**src/rtl/piso_serializer.sv**
```systemverilog
// Parallel-in serial-out serializer with a valid/ready load handshake.
// Streams back-to-back words with no idle gap between frames.
module piso_serializer #(
    parameter int WIDTH     = 8,
    parameter bit MSB_FIRST = 1'b1
) (
    input  logic             clk,
    input  logic             rst,
    input  logic [WIDTH-1:0] data_in,
    input  logic             load_valid,
    output logic             load_ready,
    output logic             out,
    output logic             shift,
    output logic             busy,
    output logic             done
);
    localparam int CW = $clog2(WIDTH);
    localparam logic [0:0] S_IDLE  = 1'b0;
    localparam logic [0:0] S_SHIFT = 1'b1;
    localparam logic [CW-1:0] CNT_LAST = CW'(WIDTH - 1);

    logic [0:0]       state_q, state_d;
    logic [WIDTH-1:0] sreg_q, sreg_d;
    logic [CW-1:0]    cnt_q, cnt_d;
    logic             done_q, done_d;
    logic             last_bit;
    logic             accept;
    logic [WIDTH-1:0] sreg_adv;

    assign last_bit   = (state_q == S_SHIFT) && (cnt_q == CNT_LAST);
    assign load_ready = (state_q == S_IDLE) || last_bit;
    assign accept     = load_valid && load_ready;

    // Shift toward the output end; the vacated end fills with zero.
    assign sreg_adv = MSB_FIRST ? {sreg_q[WIDTH-2:0], 1'b0}
                                : {1'b0, sreg_q[WIDTH-1:1]};

    always_comb begin
        state_d = state_q;
        sreg_d  = sreg_q;
        cnt_d   = cnt_q;
        done_d  = 1'b0;
        unique case (1'b1)
            (state_q == S_IDLE): begin
                if (accept) begin
                    sreg_d  = data_in;
                    cnt_d   = '0;
                    state_d = S_SHIFT;
                end
            end
            last_bit: begin
                done_d = 1'b1;
                if (accept) begin
                    sreg_d = data_in;
                    cnt_d  = '0;
                end else begin
                    sreg_d  = sreg_adv;
                    state_d = S_IDLE;
                end
            end
            default: begin
                sreg_d = sreg_adv;
                cnt_d  = cnt_q + CW'(1);
            end
        endcase
    end

    always_ff @(posedge clk or negedge rst) begin
        if (!rst) begin
            state_q <= S_IDLE;
            sreg_q  <= '0;
            cnt_q   <= '0;
            done_q  <= 1'b0;
        end else begin
            state_q <= state_d;
            sreg_q  <= sreg_d;
            cnt_q   <= cnt_d;
            done_q  <= done_d;
        end
    end

    assign shift = (state_q == S_SHIFT);
    assign busy  = (state_q == S_SHIFT);
    assign done  = done_q;
    assign out   = (state_q == S_SHIFT) &&
                   (MSB_FIRST ? sreg_q[WIDTH-1] : sreg_q[0]);
endmodule

```
**config.mk**
```make
export PLATFORM = sky130hd
export DESIGN_NAME = piso_serializer
export DESIGN_NICKNAME = d
export VERILOG_FILES = /design/src/rtl/piso_serializer.sv
export SDC_FILE = /design/constraint.sdc
export NUM_CORES = 1
export LEC_CHECK = 0
export CELL_PAD_IN_SITES_DETAIL_PLACEMENT = 1
export CELL_PAD_IN_SITES_GLOBAL_PLACEMENT = 1
export CORE_ASPECT_RATIO = 0.7
export CORE_MARGIN = 10
export CORE_UTILIZATION = 33
export DETAILED_ROUTE_END_ITERATION = 12
export PLACE_DENSITY_LB_ADDON = 0.1
export SLEW_MARGIN = 20
export SYNTH_ARGS = -nofsm -noshare
export SYNTH_HDL_FRONTEND = slang
export SYNTH_SLANG_ARGS = --single-unit
```
**constraint.sdc**
```tcl
create_clock -name clk -period 1.5 [get_ports clk]
set_clock_uncertainty 0.15 [all_clocks]
set_input_delay 0.225 -clock clk [delete_from_list [all_inputs] [get_ports clk]]
set_output_delay 0.225 -clock clk [all_outputs]
set_load 0.02 [all_outputs]
```
==> results.py, run 1 <==
metrics = {
    "clocking": {
        "clock_sinks": 13,
        "cts_tree": "done",
        "cts_buffer_depth": 2,
        "htree_num_levels": 1,
        "cts.clk_slew.worst_paths_ns": 0.08,
        "cts_hold_buffers": 0,
        "clk_root_buffer_cell": "clkbuf_4",
        "cts-buffers-inserted": 3,
        "clk-insertion-delay-late_ns": 0.29,
    },
    "sta": {
        "finalHoldViolations": 0,
        "grt_setup_unrepaired": "yes",
        "setup_tns_final_ns": -1.02,
        "timing_max_transition_violations_final": 0,
        "post-route-min-period_ns": 1.68,
        "postLayoutSetupSlackWorst_ns": -0.177,
        "setup_violations": 9,
        "min_period_over_period_pct": 112,
        "tightestPinTransition_ns": 0.221,
        "fmaxAchievable_mhz": 596,
        "slew_headroom_pct": 85.3,
    },
    "floorplanning": {
        "std_cell_rows": 13,
        "dieHeight_um": 58.3,
        "floorplan.die_area_um2": 4360,
        "die_w_um": 74.8,
        "floorplan.initialDensity_pct": 36.1,
        "pin_count": 16,
        "core_region_area_um2": 1920,
    },
    "global_routing": {
        "grt_start_max_net_pins": 22,
        "wire_length_of_the_first_global_routing_pass_um": 2900,
        "overflow": 0,
        "first_global_vias": 583,
        "number_of_antenna_violations_at_the_first_check_in_global_routing": 0,
        "gr-usage-all-layers_pct": 8.90,
    },
    "synth": {
        "yosysSeqAreaShare_pct": 46.9,
        "yosysWarningCount": 0,
        "synth_top_cells_by_count": "dfrtp_1, mux2i_1, o21ai_1, a31oi_1, and3_1",
        "syn-cell-area_um2": 693,
        "synth-async-reset-ratio_pct": 100,
        "yosysTopAreaCellShare_pct": 46.9,
        "synth_top_area_cell": "dfrtp_1",
        "ys_dominant_reg_cell": "dfrtp_1",
        "postSynthRegisterBits": 13,
        "synthesis.nets": 79,
        "synthesis.area_per_instance_um2": 10.5,
        "synth_enable_flop_cells": 0,
        "netlist-cell-type-count": 16,
        "post_synth_main_area_contributors": "dfrtp_1, mux2i_1, a31oi_1, and3_1, o21ai_1",
        "post_synthesis_cell_count": 66,
        "dominant_cell_by_count_in_the_synthesized_netlist": "dfrtp_1",
    },
    "setup_path": {
        "timing.critical_path.arrival_ns": 1.30,
        "critical_path_peak_fanout": 2,
        "r2r_cells": 7,
        "critPathKind": "register to primary output",
        "setup_crit_start_kind": "register",
        "setup.worst_path.end_class": "primary output",
        "timing.critical_path.required_ns": 1.12,
    },
    "drt": {
        "drcViolationCount": 0,
        "detailedRoute.firstPassIterationCount": 4,
        "wire_per_inst_um": 16.4,
        "dr_total_vias": 566,
        "via_per_inst": 5.15,
        "detail_route.iter0.violations": 18,
        "final_antenna_net_count": 0,
        "routed_wirelength_um": 1810,
    },
    "final_layout": {
        "flow.area_growth_from_synthesis_pct": 39.9,
        "antennaDiodeCount": 0,
        "fin_nets": 102,
        "final_layout_size_suffix_gt1_share_pct": 25.0,
    },
    "placed_design": {
        "gp_congestion": 0.825,
        "hpwl_um": 1230,
        "io_buffers": 15,
    },
    "power_and_ir_drop": {
        "p_clk_share_pct": 15.0,
        "power.share.switching_pct": 36.9,
        "power.combinational.fraction_pct": 47.9,
        "power_frac_seq_pct": 37.1,
        "p_leak_nw": 0.457,
        "pwr_density_cell_nw_per_um2": 1560,
        "irDropWorstVdd_v": 0.000880,
        "p_switching_w": 0.000558,
        "total_power_w": 0.00151,
        "internal_power_w": 0.000953,
    },
    "run": {
        "max_cap_violations": 0,
    },
    "worst_hold_path": {
        "hold_path_class": "input port to async pin",
    },
    "run_status": {
        "failed_checks": "negative setup slack",
        "run_status": "finished with violations",
    },
}
==> cell families (layout without fill, tap and decap cells) <==
| logic type | count (synthesis) | count (layout) | share of synthesized area (%) |
|---|---|---|---|
| muxes | 8 | 8 | 11.6 |
| AOI/OAI and AO/OA | 18 | 18 | 14.3 |
| and+or+nand+nor | 16 | 16 | 15.5 |
| buffers and inverters | 9 | 31 | 8.12 |
| adders and majority gates | 2 | 2 | 3.61 |
| DFF | 13 | 13 | 46.9 |
==> cell usage in the layout, fill, tap and decap left out, types with 5 or more instances in the layout <==
cell type and n:
clkdlybuf4s50_1 10, buf_4 7, o21ai_1 10, and3_1 5, a31oi_1 7, mux2i_1 8, dfrtp_1 12
==> flip-flops by register name (all words and copies together), names as in the netlist <==
signal,flops
done,1
busy,1
cnt_q,3
sreg_q,8
==> worst paths after layout <==
kind	to	start	slack (ns)
max in group asynchronous	busy	rst	0.94
hold / removal	sreg_q[4]	rst	0.08
setup / recovery	load_ready	cnt_q[1]	-0.18
min in group clk	sreg_q[4]	sreg_q[3]	0.38
setup reg to reg	sreg_q[3]	cnt_q[1]	-0.13
hold reg to reg	sreg_q[4]	sreg_q[3]	0.38
==> power by group through the flow <==
| stage | registers [W] | logic (W) | clock network (W) |
|---|---|---|---|
| 6_report | 0.000560 | 0.000723 | 0.000227 |
| 5_1_grt | 0.000577 | 0.000815 | 0.000249 |
| 3_5_place_dp | 0.000562 | 0.000634 | 0 |
| 3_3_place_gp | 0.000560 | 0.000615 | 0 |
| 4_1_cts | 0.000559 | 0.000733 | 0.000239 |
| 2_1_floorplan | 0.000560 | 0.000376 | 0 |
==> worst max-delay path, cell delays in order (launching register included) <==
cell and delay [ns]:
dfrtp_1 0.40, ha_2 0.19, ha_4 0.16, nand2b_4 0.14, buf_6 0.13
==> per-stage QoR <==
step / cells / utilization (%) / setup WS [ns] / hold WS (ns) / cell area, um^2
global placement: 102 / 45.8 / -0.311 / 0.357 / 880
finish: 110 / 50.5 / -0.177 / 0.0843 / 970
detailed placement: 102 / 45.8 / -0.355 / 0.354 / 880
floorplan: 66 / - / 0.00982 / -0.221 / 693
CTS: 110 / 50.3 / -0.200 / 0.0771 / 966
global route: 110 / 50.5 / -0.239 / 0.0910 / 970
==> final cells by class <==
| class | instances | area (um^2) |
|---|---|---|
| clock buffers | 4 | 26.3 |
| flip-flops and latches | 13 | 327 |
| well taps | 22 | 27.5 |
| inverters | 2 | 7.51 |
| multi-input cells | 44 | 344 |
| repair buffers | 25 | 238 |
| fillers | 213 | 950 |
==> routing by layer <==
metal	GRT usage [%]	wire length (um)
met5	0	0
met4	4.57	34
met3	4.02	101
met2	11.8	704
met1	11.7	969
==> what timing repair did <==
item	4_1_cts	5_1_grt
cloned	1	0
setup endpoints to repair	15	13
setup buffers	3	0
resized for setup	21	4
Power figures use the tool's default switching activity.
==> run 2, diff against run 1 <==
Settings changed: PLACE_DENSITY set to 0.69, PLACE_DENSITY_LB_ADDON 0.1 to not set, TNS_END_PERCENT set to 20.
==> results.py, run 2 (synthesized netlist as in run 1, its figures left out) <==
metrics = {
    "setup_path": {
        "critical_path_peak_fanout": 2,
        "timing.critical_path.arrival_ns": 1.30,
        "critPathKind": "register to primary output",
        "setup_crit_start_kind": "register",
        "setup.worst_path.end_class": "primary output",
        "timing.critical_path.required_ns": 1.12,
    },
    "clocking": {
        "htree_num_levels": 1,
        "clk-insertion-delay-late_ns": 0.28,
        "cts_buffer_depth": 2,
        "cts_tree": "done",
        "cts.clk_slew.worst_paths_ns": 0.07,
        "clk_root_buffer_cell": "clkbuf_4",
        "cts-buffers-inserted": 3,
        "clock_sinks": 13,
    },
    "final_layout": {
        "utilization_pct": 50.1,
        "flow.area_growth_from_synthesis_pct": 38.8,
        "reg_top3": "sreg_q x8, cnt_q x3",
        "non_filler_instance_count_after_layout": 110,
        "top_library_cells_by_usage_in_the_layout_fill_and_taps_aside": "dfrtp_1, clkdlybuf4s50_1, o21ai_1, buf_4, mux2i_1",
        "layout.cell_area.non_filler_um2": 962,
        "layout.cells.most_common": "dfrtp_1",
        "final_layout_size_suffix_gt1_share_pct": 23.9,
        "regMostFlops": "sreg_q",
        "fin_nets": 102,
        "antennaDiodeCount": 0,
        "max_reg_flops": 8,
    },
    "sta": {
        "tightestPinTransition_ns": 0.217,
        "min_period_over_period_pct": 112,
        "slew_headroom_pct": 85.6,
        "timing_max_transition_violations_final": 0,
        "finalHoldViolations": 0,
        "post-route-min-period_ns": 1.67,
        "fmaxAchievable_mhz": 598,
        "postLayoutSetupSlackWorst_ns": -0.173,
        "grt_setup_unrepaired": "yes",
        "setup_violations": 8,
    },
    "drt": {
        "detail_route.iter0.violations": 16,
        "drcViolationCount": 0,
        "wire_per_inst_um": 15.1,
        "routed_wirelength_um": 1670,
        "final_antenna_net_count": 0,
        "detailedRoute.firstPassIterationCount": 4,
        "dr_total_vias": 585,
        "via_per_inst": 5.32,
    },
    "placed_design": {
        "hpwl_um": 1220,
        "placed_cells": 103,
        "pre_cts_ws_ns": -0.328,
        "placedInstanceArea_um2": 887,
        "io_buffers": 15,
        "gp_congestion": 0.711,
    },
    "power_and_ir_drop": {
        "pwr_density_cell_nw_per_um2": 1570,
        "irDropWorstVdd_v": 0.00102,
        "total_power_w": 0.00151,
        "p_leak_nw": 0.459,
    },
    "global_routing": {
        "number_of_antenna_violations_at_the_first_check_in_global_routing": 0,
        "first_global_vias": 641,
        "groute.layer.met2.usage_pct": 13.0,
        "overflow": 0,
        "global_route.usage.met1_pct": 10.1,
        "grt_start_max_net_pins": 20,
        "busiest_layer": "met2",
        "wire_length_of_the_first_global_routing_pass_um": 2970,
        "groute.layer.met3.usage_pct": 5.53,
        "gr-usage-all-layers_pct": 8.70,
    },
    "floorplanning": {
        "floorplan.initialDensity_pct": 36.1,
        "std_cell_rows": 13,
        "pin_count": 16,
        "die_w_um": 74.8,
        "core_region_area_um2": 1920,
        "dieHeight_um": 58.3,
        "floorplan.die_area_um2": 4360,
    },
    "worst_hold_path": {
        "hold_path_class": "input port to async pin",
    },
    "run_status": {
        "run_status": "finished with violations",
        "failed_checks": "negative setup slack",
    },
    "run": {
        "max_cap_violations": 0,
    },
}
## run 2: cell types whose count changed in the layout (fill, tap and decap cells not counted), moves of 2 or more
cell / before / now
buf_6: 3 / 1
and3_1: 5 / 7
and3_4: 2 / 0
buf_4: 7 / 9
## run 2: metrics by stage
step           setup TNS (ns)  hold slack [ns]
4_1_cts                -0.468           0.0937
2_1_floorplan               0           -0.221
6_report               -0.537           0.0978
5_1_grt                 -1.16            0.110
3_5_place_dp           -0.866            0.364
3_3_place_gp           -0.574            0.350
## run 2: repair_timing
action,4_1_cts,5_1_grt
pin swaps,0,2
setup buffers,2,1
hold buffers,0,0
endpoints found under the setup margin,15,11
resized for setup,16,4
## run 2: critical path, stage by stage (launching register included)
cell and delay (ns):
dfrtp_1 0.40, ha_2 0.20, ha_4 0.15, nand2b_4 0.14, buf_6 0.13
## run 2: area by class of cell
cell class / count / area (um^2)
fillers: 220 / 957
inverters: 2 / 7.51
well taps: 22 / 27.5
repair buffers: 25 / 236
clock buffers: 4 / 26.3
multi-input cells: 44 / 338
flip-flops and latches: 13 / 327
## run 2: power by group
group          switching, W  leakage (nW)  internal, W
logic              0.000356         0.278     0.000373
clock network      0.000111        0.0150     0.000103
registers         0.0000802         0.166     0.000484
## run 2: worst paths after layout
kind	cells after the start	endpoint	start	slack, ns
min	2	sreg_q[1]	rst	0.1
max	4	load_ready	cnt_q[1]	-0.17
min reg2reg	2	sreg_q[4]	sreg_q[3]	0.38
max reg2reg	6	sreg_q[6]	cnt_q[1]	-0.08
max in group asynchronous	2	busy	rst	0.93
min in group clk	2	sreg_q[4]	sreg_q[3]	0.38
## run 2: routing by layer
layer	share of wire [%]	up-vias
li1	-	282
met1	45	283
met2	43	17
met3	12	3
met4	0.78	0
met5	0	-
